[src/rtl/battle_if.sv]
// Bundle of control, team-load and result signals between the shop/control
// FSM (master) and the battle engine (slave).
interface battle_if #(
  parameter int unsigned NUM_SLOTS = 2,
  parameter int unsigned STAT_W    = 4,
  parameter int unsigned COIN_W    = 10,
  parameter int unsigned LIVES_W   = 2,
  parameter int unsigned IDX_W     = 1
);
  logic                          start;
  logic                          new_game;
  logic [NUM_SLOTS*STAT_W-1:0]   player_atk;
  logic [NUM_SLOTS*STAT_W-1:0]   player_hp;
  logic [NUM_SLOTS*STAT_W-1:0]   opp_atk;
  logic [NUM_SLOTS*STAT_W-1:0]   opp_hp;
  logic [NUM_SLOTS-1:0]          player_valid;
  logic [NUM_SLOTS-1:0]          opp_valid;
  logic                          busy;
  logic                          done;
  logic                          win;
  logic                          tie;
  logic [IDX_W-1:0]              front_p;
  logic [IDX_W-1:0]              front_o;
  logic [NUM_SLOTS*STAT_W-1:0]   p_hp_now;
  logic [NUM_SLOTS*STAT_W-1:0]   o_hp_now;
  logic [LIVES_W-1:0]            lives;
  logic [7:0]                    round;
  logic [COIN_W-1:0]             coins;
  logic                          alive;

  modport master (
    output start, new_game, player_atk, player_hp, opp_atk, opp_hp, player_valid, opp_valid,
    input  busy, done, win, tie, front_p, front_o, p_hp_now, o_hp_now, lives, round, coins,
           alive
  );

  modport slave (
    input  start, new_game, player_atk, player_hp, opp_atk, opp_hp, player_valid, opp_valid,
    output busy, done, win, tie, front_p, front_o, p_hp_now, o_hp_now, lives, round, coins,
           alive
  );
endinterface

[src/rtl/battle_engine.sv]
// Paced auto-battle engine: front pets of each team strike simultaneously
// every STRIKE_CYC+2 cycles until a team runs out of live pets, then the
// run-level lives/round/coins counters are updated and a result is published.
module battle_engine #(
  parameter int unsigned NUM_SLOTS   = 2,
  parameter int unsigned STAT_W      = 4,
  parameter int unsigned STRIKE_CYC  = 1,
  parameter int unsigned COIN_W      = 10,
  parameter int unsigned START_LIVES = 3,
  parameter int unsigned START_COINS = 10,
  parameter int unsigned WIN_REWARD  = 3,
  parameter int unsigned LOSE_REWARD = 1
) (
  input logic     clk,
  input logic     reset_n,
  battle_if.slave bus
);

  localparam int unsigned LIVES_W = $clog2(START_LIVES + 1);
  localparam int unsigned IDX_W   = (NUM_SLOTS > 1) ? $clog2(NUM_SLOTS) : 1;
  localparam int unsigned VEC_W   = NUM_SLOTS * STAT_W;
  localparam int unsigned CNT_W   = (STRIKE_CYC > 1) ? $clog2(STRIKE_CYC) : 1;
  localparam logic [CNT_W-1:0] CntReload = CNT_W'(STRIKE_CYC - 1);

  typedef enum logic [2:0] {StIdle, StWait, StStrike, StAdvance, StEnd} state_e;

  state_e state_q, state_d;

  logic [CNT_W-1:0]   cnt_q, cnt_d;
  logic [VEC_W-1:0]   p_atk_q, p_atk_d, o_atk_q, o_atk_d;
  logic [VEC_W-1:0]   p_hp_q, p_hp_d, o_hp_q, o_hp_d;
  logic [IDX_W-1:0]   front_p_q, front_p_d, front_o_q, front_o_d;
  logic               busy_q, busy_d;
  logic               done_q, done_d;
  logic               win_q, win_d;
  logic               tie_q, tie_d;
  logic [LIVES_W-1:0] lives_q, lives_d;
  logic [7:0]         round_q, round_d;
  logic [COIN_W-1:0]  coins_q, coins_d;

  logic               alive;
  logic               accept;
  logic [VEC_W-1:0]   p_hp_load, o_hp_load;
  logic               load_p_empty, load_o_empty;
  logic               p_empty, o_empty;
  logic [STAT_W-1:0]  p_cur_hp, p_cur_atk, o_cur_hp, o_cur_atk;
  logic [STAT_W-1:0]  p_new_hp, o_new_hp;
  logic [COIN_W:0]    coin_sum;

  // Lowest live slot; dflt is kept when the team has no live pet.
  function automatic logic [IDX_W-1:0] front_of(input logic [VEC_W-1:0] hp,
                                                input logic [IDX_W-1:0] dflt);
    logic [IDX_W-1:0] idx;
    idx = dflt;
    for (int i = NUM_SLOTS - 1; i >= 0; i--) begin
      if (hp[i*STAT_W +: STAT_W] != '0) idx = IDX_W'(i);
    end
    return idx;
  endfunction

  function automatic logic any_live(input logic [VEC_W-1:0] hp);
    logic live;
    live = 1'b0;
    for (int i = 0; i < NUM_SLOTS; i++) begin
      if (hp[i*STAT_W +: STAT_W] != '0) live = 1'b1;
    end
    return live;
  endfunction

  assign alive  = (lives_q != '0);
  assign accept = (state_q == StIdle) && bus.start && !bus.new_game && alive;

  // Load-time health with unoccupied slots forced to zero so they never count as live.
  always_comb begin
    p_hp_load = '0;
    o_hp_load = '0;
    for (int i = 0; i < NUM_SLOTS; i++) begin
      if (bus.player_valid[i]) p_hp_load[i*STAT_W +: STAT_W] = bus.player_hp[i*STAT_W +: STAT_W];
      if (bus.opp_valid[i])    o_hp_load[i*STAT_W +: STAT_W] = bus.opp_hp[i*STAT_W +: STAT_W];
    end
    load_p_empty = !any_live(p_hp_load);
    load_o_empty = !any_live(o_hp_load);
    p_empty      = !any_live(p_hp_q);
    o_empty      = !any_live(o_hp_q);
  end

  // Select the two front pets and compute their saturated post-strike health.
  always_comb begin
    p_cur_hp  = '0;
    p_cur_atk = '0;
    o_cur_hp  = '0;
    o_cur_atk = '0;
    for (int i = 0; i < NUM_SLOTS; i++) begin
      if (front_p_q == IDX_W'(i)) begin
        p_cur_hp  = p_hp_q[i*STAT_W +: STAT_W];
        p_cur_atk = p_atk_q[i*STAT_W +: STAT_W];
      end
      if (front_o_q == IDX_W'(i)) begin
        o_cur_hp  = o_hp_q[i*STAT_W +: STAT_W];
        o_cur_atk = o_atk_q[i*STAT_W +: STAT_W];
      end
    end
    p_new_hp = (p_cur_hp > o_cur_atk) ? (p_cur_hp - o_cur_atk) : '0;
    o_new_hp = (o_cur_hp > p_cur_atk) ? (o_cur_hp - p_cur_atk) : '0;
  end

  // FSM state register.
  always_ff @(posedge clk or negedge reset_n) begin
    if (!reset_n) state_q <= StIdle;
    else          state_q <= state_d;
  end

  // FSM next-state logic.
  always_comb begin
    state_d = state_q;
    unique case (state_q)
      StIdle: begin
        if (accept) state_d = (load_p_empty || load_o_empty) ? StEnd : StWait;
      end
      StWait:    if (cnt_q == '0) state_d = StStrike;
      StStrike:  state_d = StAdvance;
      StAdvance: state_d = (p_empty || o_empty) ? StEnd : StWait;
      StEnd:     state_d = StIdle;
      default:   state_d = StIdle;
    endcase
  end

  // FSM datapath and output next-state values.
  always_comb begin
    cnt_d     = cnt_q;
    p_atk_d   = p_atk_q;
    o_atk_d   = o_atk_q;
    p_hp_d    = p_hp_q;
    o_hp_d    = o_hp_q;
    front_p_d = front_p_q;
    front_o_d = front_o_q;
    done_d    = 1'b0;
    win_d     = win_q;
    tie_d     = tie_q;
    lives_d   = lives_q;
    round_d   = round_q;
    coins_d   = coins_q;
    coin_sum  = '0;
    unique case (state_q)
      StIdle: begin
        if (bus.new_game) begin
          lives_d = LIVES_W'(START_LIVES);
          round_d = 8'd1;
          coins_d = COIN_W'(START_COINS);
        end else if (accept) begin
          p_atk_d   = bus.player_atk;
          o_atk_d   = bus.opp_atk;
          p_hp_d    = p_hp_load;
          o_hp_d    = o_hp_load;
          front_p_d = front_of(p_hp_load, '0);
          front_o_d = front_of(o_hp_load, '0);
          win_d     = 1'b0;
          tie_d     = 1'b0;
          cnt_d     = CntReload;
        end
      end
      StWait: begin
        if (cnt_q != '0) cnt_d = cnt_q - CNT_W'(1);
      end
      StStrike: begin
        for (int i = 0; i < NUM_SLOTS; i++) begin
          if (front_p_q == IDX_W'(i)) p_hp_d[i*STAT_W +: STAT_W] = p_new_hp;
          if (front_o_q == IDX_W'(i)) o_hp_d[i*STAT_W +: STAT_W] = o_new_hp;
        end
      end
      StAdvance: begin
        // An emptied team keeps its last front so the display does not jump.
        front_p_d = front_of(p_hp_q, front_p_q);
        front_o_d = front_of(o_hp_q, front_o_q);
        cnt_d     = CntReload;
      end
      StEnd: begin
        done_d = 1'b1;
        tie_d  = p_empty && o_empty;
        win_d  = o_empty && !p_empty;
        if (p_empty && !o_empty && (lives_q != '0)) lives_d = lives_q - LIVES_W'(1);
        coin_sum = {1'b0, coins_q} +
                   ((o_empty && !p_empty) ? (COIN_W+1)'(WIN_REWARD) : (COIN_W+1)'(LOSE_REWARD));
        coins_d  = coin_sum[COIN_W] ? '1 : coin_sum[COIN_W-1:0];
        if (round_q != 8'hFF) round_d = round_q + 8'd1;
      end
      default: ;
    endcase
    busy_d = (state_d != StIdle);
  end

  // Datapath and output registers.
  always_ff @(posedge clk or negedge reset_n) begin
    if (!reset_n) begin
      cnt_q     <= '0;
      p_atk_q   <= '0;
      o_atk_q   <= '0;
      p_hp_q    <= '0;
      o_hp_q    <= '0;
      front_p_q <= '0;
      front_o_q <= '0;
      busy_q    <= 1'b0;
      done_q    <= 1'b0;
      win_q     <= 1'b0;
      tie_q     <= 1'b0;
      lives_q   <= LIVES_W'(START_LIVES);
      round_q   <= 8'd1;
      coins_q   <= COIN_W'(START_COINS);
    end else begin
      cnt_q     <= cnt_d;
      p_atk_q   <= p_atk_d;
      o_atk_q   <= o_atk_d;
      p_hp_q    <= p_hp_d;
      o_hp_q    <= o_hp_d;
      front_p_q <= front_p_d;
      front_o_q <= front_o_d;
      busy_q    <= busy_d;
      done_q    <= done_d;
      win_q     <= win_d;
      tie_q     <= tie_d;
      lives_q   <= lives_d;
      round_q   <= round_d;
      coins_q   <= coins_d;
    end
  end

  assign bus.busy     = busy_q;
  assign bus.done     = done_q;
  assign bus.win      = win_q;
  assign bus.tie      = tie_q;
  assign bus.front_p  = front_p_q;
  assign bus.front_o  = front_o_q;
  assign bus.p_hp_now = p_hp_q;
  assign bus.o_hp_now = o_hp_q;
  assign bus.lives    = lives_q;
  assign bus.round    = round_q;
  assign bus.coins    = coins_q;
  assign bus.alive    = alive;

endmodule

[src/flat_wrapper.sv]
// flat-port wrapper written by rule: the top's interface ports become plain ports
module battle_engine_flat 
#(
  parameter int unsigned NUM_SLOTS   = 2,
  parameter int unsigned STAT_W      = 4,
  parameter int unsigned STRIKE_CYC  = 1,
  parameter int unsigned COIN_W      = 10,
  parameter int unsigned START_LIVES = 3,
  parameter int unsigned START_COINS = 10,
  parameter int unsigned WIN_REWARD  = 3,
  parameter int unsigned LOSE_REWARD = 1
)
  (clk, reset_n, bus_start, bus_new_game, bus_player_atk, bus_player_hp, bus_opp_atk, bus_opp_hp, bus_player_valid, bus_opp_valid, bus_busy, bus_done, bus_win, bus_tie, bus_front_p, bus_front_o, bus_p_hp_now, bus_o_hp_now, bus_lives, bus_round, bus_coins, bus_alive);
  battle_if #(.NUM_SLOTS(NUM_SLOTS), .STAT_W(STAT_W), .COIN_W(COIN_W), .LIVES_W((2)), .IDX_W((1))) bus_i ();
  input logic clk;
  input logic reset_n;
  input wire logic [$bits(bus_i.start)-1:0] bus_start;
  input wire logic [$bits(bus_i.new_game)-1:0] bus_new_game;
  input wire logic [$bits(bus_i.player_atk)-1:0] bus_player_atk;
  input wire logic [$bits(bus_i.player_hp)-1:0] bus_player_hp;
  input wire logic [$bits(bus_i.opp_atk)-1:0] bus_opp_atk;
  input wire logic [$bits(bus_i.opp_hp)-1:0] bus_opp_hp;
  input wire logic [$bits(bus_i.player_valid)-1:0] bus_player_valid;
  input wire logic [$bits(bus_i.opp_valid)-1:0] bus_opp_valid;
  output wire logic [$bits(bus_i.busy)-1:0] bus_busy;
  output wire logic [$bits(bus_i.done)-1:0] bus_done;
  output wire logic [$bits(bus_i.win)-1:0] bus_win;
  output wire logic [$bits(bus_i.tie)-1:0] bus_tie;
  output wire logic [$bits(bus_i.front_p)-1:0] bus_front_p;
  output wire logic [$bits(bus_i.front_o)-1:0] bus_front_o;
  output wire logic [$bits(bus_i.p_hp_now)-1:0] bus_p_hp_now;
  output wire logic [$bits(bus_i.o_hp_now)-1:0] bus_o_hp_now;
  output wire logic [$bits(bus_i.lives)-1:0] bus_lives;
  output wire logic [$bits(bus_i.round)-1:0] bus_round;
  output wire logic [$bits(bus_i.coins)-1:0] bus_coins;
  output wire logic [$bits(bus_i.alive)-1:0] bus_alive;
  assign bus_i.start = bus_start;
  assign bus_i.new_game = bus_new_game;
  assign bus_i.player_atk = bus_player_atk;
  assign bus_i.player_hp = bus_player_hp;
  assign bus_i.opp_atk = bus_opp_atk;
  assign bus_i.opp_hp = bus_opp_hp;
  assign bus_i.player_valid = bus_player_valid;
  assign bus_i.opp_valid = bus_opp_valid;
  assign bus_busy = bus_i.busy;
  assign bus_done = bus_i.done;
  assign bus_win = bus_i.win;
  assign bus_tie = bus_i.tie;
  assign bus_front_p = bus_i.front_p;
  assign bus_front_o = bus_i.front_o;
  assign bus_p_hp_now = bus_i.p_hp_now;
  assign bus_o_hp_now = bus_i.o_hp_now;
  assign bus_lives = bus_i.lives;
  assign bus_round = bus_i.round;
  assign bus_coins = bus_i.coins;
  assign bus_alive = bus_i.alive;
  battle_engine #(.NUM_SLOTS(NUM_SLOTS), .STAT_W(STAT_W), .STRIKE_CYC(STRIKE_CYC), .COIN_W(COIN_W), .START_LIVES(START_LIVES), .START_COINS(START_COINS), .WIN_REWARD(WIN_REWARD), .LOSE_REWARD(LOSE_REWARD)) u_core (.clk(clk), .reset_n(reset_n), .bus(bus_i));
endmodule
[config.mk]
export PLATFORM = sky130hd
export DESIGN_NAME = battle_engine_flat
export DESIGN_NICKNAME = d
export VERILOG_FILES = /design/src/rtl/battle_if.sv /design/src/rtl/battle_engine.sv /design/src/flat_wrapper.sv
export SDC_FILE = /design/constraint.sdc
export NUM_CORES = 1
export LEC_CHECK = 0
export ABC_AREA = 0
export BUFFER_PORTS_ARGS = -buffer_cell sky130_fd_sc_hd__buf_4
export CORE_MARGIN = 2
export CORE_UTILIZATION = 55
export DETAILED_ROUTE_END_ITERATION = 12
export PLACE_DENSITY = 0.81
export SYNTH_ARGS = -nofsm -noshare
export SYNTH_HDL_FRONTEND = slang
export SYNTH_SLANG_ARGS = --single-unit
[constraint.sdc]
create_clock -name clk -period 5 [get_ports clk]
set_input_delay 0.75 -clock clk [delete_from_list [all_inputs] [get_ports clk]]
set_output_delay 0.75 -clock clk [all_outputs]
set_load 0.03 [all_outputs]
==> results.ini <==
[outcome]
status=complete, no violations

[power_and_ir_drop]
p_per_area_nw_per_um2=642
p_sw_w=0.00132
ir_drop_v=0.000406
clkPwrFrac=0.143
sw_frac_of_total=0.471
p_int_w=0.00149
pwr-share-comb=0.546
seqPwrFrac=0.312
p_total_w=0.00281
p_leak_nw=2.12

[clock_tree]
worstSkewPairLatency_ns=0.35
htreeDepth=3
postCtsSetupBuffers=0
cts_buffers=9
cts-root-buf=clkbuf_8
cts_tree=yes
cts_sinks=61
postCtsHoldBufs=0
cts_buffer_depth=2
cts.clk_slew.worst_paths_ns=0.07
cts_resized=0

[synth]
ys_seq_area_frac=0.426
synth_cells=390
ys_seq_elements=61
netlist_area_um2=3600
dominantRegCellSynth=dfrtp_1
yosys.cell_types.count=56
synth-edff-count=0
yosysWarnings=0
avgSynthCellArea_um2=9.23
ys_async_sr_fraction=1.00
synth_fp_nets=444

[die]
row_count=29
start_util=0.567
die_width_um=84.9
design.portCount=83
die-area_um2=7210
coreArea_um2=6350
die_h_um=84.9

[final_layout]
finish.utilization=0.689
drive_gt1_frac=0.252
antennaDiodeCount=0
fill_cells=514
final_cells=546
layout.nets=518
area_delta_synth_final_pct=21.5

[critical_path]
start_kind=flop
critical_path.top_delay_family=simple AND/OR/NAND/NOR gates
cp_num_cells=6
cp_data_required_time_ns=5.22
setup.worst_path.end_class=flop
path_class=reg -> reg
cp_num_buf_inv=1
reg2reg_depth=6
worstPathCellList=inv_1 > ha_1 > or3b_1 > nor3_2 > o21ai_0 > a222oi_1
cp_slowest_cell=nor3_2
critical_path.startpoint=u_core.bus.lives[0]$_DFFE_PN1P_
worstPathArrival_ns=3.12
slowest_delay_ns=0.95
crit_fanout=22
crit-reg2reg-launch=u_core.bus.lives[0]$_DFFE_PN1P_

[timing]
finalClockSkew_ns=0.00817
period_share=0.580
setup_viol=0
slew_headroom=0.189
max_freq_mhz=345
tns_ns=0
worstMarginPinSlew_ns=1.21
finalMaxSlewViolations=0
rsz0062_at_grt=false
fin_crit_ns=2.90
finalHoldViolCount=0

[placed_design]
place_hpwl_mm=6.35
numPortBuffers=82
globalplace.congestion=0.887
dpl.cell_count=530

[drt]
wirelength_mm=8.68
first_iter_violations=192
viasPerCell=5.99
drc=0
routedWlPerCell_um=15.9
vias=3268
antenna_left=0
drtPass1Iterations=4

[grt]
grt_start_max_net_pins=62
grt_overflow_total=0
first_global_vias=3152
grt_antenna_before_repair=0
grt_pass1_wl_mm=14.4
grt_usage=0.251

[flow_run]
cap_violations=0

[min_path]
hp-class=in -> async

## cell type report
cell class              instances  area [um2]  area share
inverters                      18        67.6      0.0154
well taps                      77        96.3      0.0220
multi-input cells             292        1880       0.431
flip-flops and latches         61        1530       0.350
repair buffers                 82         616       0.141
clock buffers                  12         155      0.0355
clock inverters                 4        22.5     0.00515
## stage by stage
stage	hold WS [ns]	setup slack (ns)	area, um2
CTS	0.477	2.11	4370
detailed placement	0.461	2.03	4200
finish	0.465	2.10	4370
floorplan	0.440	2.30	3600
global placement	0.453	2.17	4200
global route	0.487	1.77	4370
## synthesized netlist by cell type (all sizes together) (5+ instances only)
cell | instances | share of area
nand4 | 7 | 0.014
mux2i | 14 | 0.039
clkbuf | 8 | 0.0083
inv | 18 | 0.019
a211oi | 5 | 0.020
nand3 | 24 | 0.033
mux2 | 6 | 0.019
nand2 | 64 | 0.067
o21ai | 13 | 0.018
dfrtp | 56 | 0.39
a21oi | 19 | 0.026
dfstp | 5 | 0.036
nand2b | 9 | 0.016
nor3 | 5 | 0.0083
and3 | 7 | 0.012
ha | 11 | 0.038
buf | 11 | 0.024
a31oi | 16 | 0.028
nor2 | 29 | 0.030
## state kept, by name, indices dropped and copies added (netlist names)
signal	flops
u_core.bus.coins	10
u_core.bus.o_hp_now	8
u_core.bus.p_hp_now	8
u_core.bus.round	8
u_core.o_atk_q	8
u_core.p_atk_q	8
u_core.state_q	3
u_core.bus.lives	2
u_core.bus.busy	1
u_core.bus.done	1
u_core.bus.front_o	1
u_core.bus.front_p	1
u_core.bus.tie	1
u_core.bus.win	1
## cell families after synthesis
| logic type | after synthesis | synth area share |
|---|---|---|
| compound gates | 83 | 0.165 |
| xor+xnor | 1 | 0.00243 |
| fa+ha+maj | 14 | 0.0549 |
| buf+inv | 37 | 0.0507 |
| flops | 61 | 0.426 |
| mux | 20 | 0.0577 |
| simple gates | 174 | 0.243 |
## cell usage in the layout (no fill, tap or decap), types with 2 or more instances in the layout
master	count
nor2_1	29
fa_1	3
ha_1	11
nand4_1	6
a31oi_1	16
a22o_1	3
and4_1	3
a211o_1	4
and3_1	7
or4_1	2
a21oi_1	19
or3_1	2
or3b_1	3
a21o_1	4
buf_4	82
a211oi_4	2
nand2b_1	9
nand3b_1	4
nand2_1	64
mux2_2	6
a222oi_1	2
o21ai_0	10
o21ai_1	3
a32oi_1	4
a211oi_2	2
clkinv_2	3
nand4b_1	3
nor3_1	4
dfstp_2	5
inv_1	17
dfrtp_1	56
nor4_1	4
a41oi_1	2
nand3_1	24
o41ai_1	4
nor4b_1	3
clkbuf_8	11
mux2i_1	14
## metal layers
metal,up-vias,global-route usage,part of all wire
met2,102,0.433,0.51
met1,1579,0.314,0.42
met3,16,0.0438,0.053
li1,1571,-,-
met4,0,0.0981,0.019
met5,-,0,0
## power groups by stage
| stage | Clock [W] | Combinational (W) | Sequential, W |
|---|---|---|---|
| floorplan | 0 | 0.00100 | 0.000982 |
| global placement | 0 | 0.00146 | 0.000875 |
| detailed placement | 0 | 0.00152 | 0.000880 |
| CTS | 0.000405 | 0.00153 | 0.000872 |
| global route | 0.000425 | 0.00170 | 0.000905 |
| finish | 0.000401 | 0.00153 | 0.000875 |
## path summary, 6_finish.rpt
check	slack (ns)	end
hold / removal	0.46	u_core.bus.round[5]$_DFFE_PN0P_
setup reg to reg	2.10	u_core.bus.front_o$_DFFE_PN0P_
max in group asynchronous	4.02	u_core.state_q[2]$_DFF_PN0_
setup / recovery	2.10	u_core.bus.front_o$_DFFE_PN0P_
hold reg to reg	0.47	u_core.o_atk_q[0]$_DFFE_PN0P_
min in group clk	0.47	u_core.o_atk_q[0]$_DFFE_PN0P_
(Power assumes the default switching activity.)
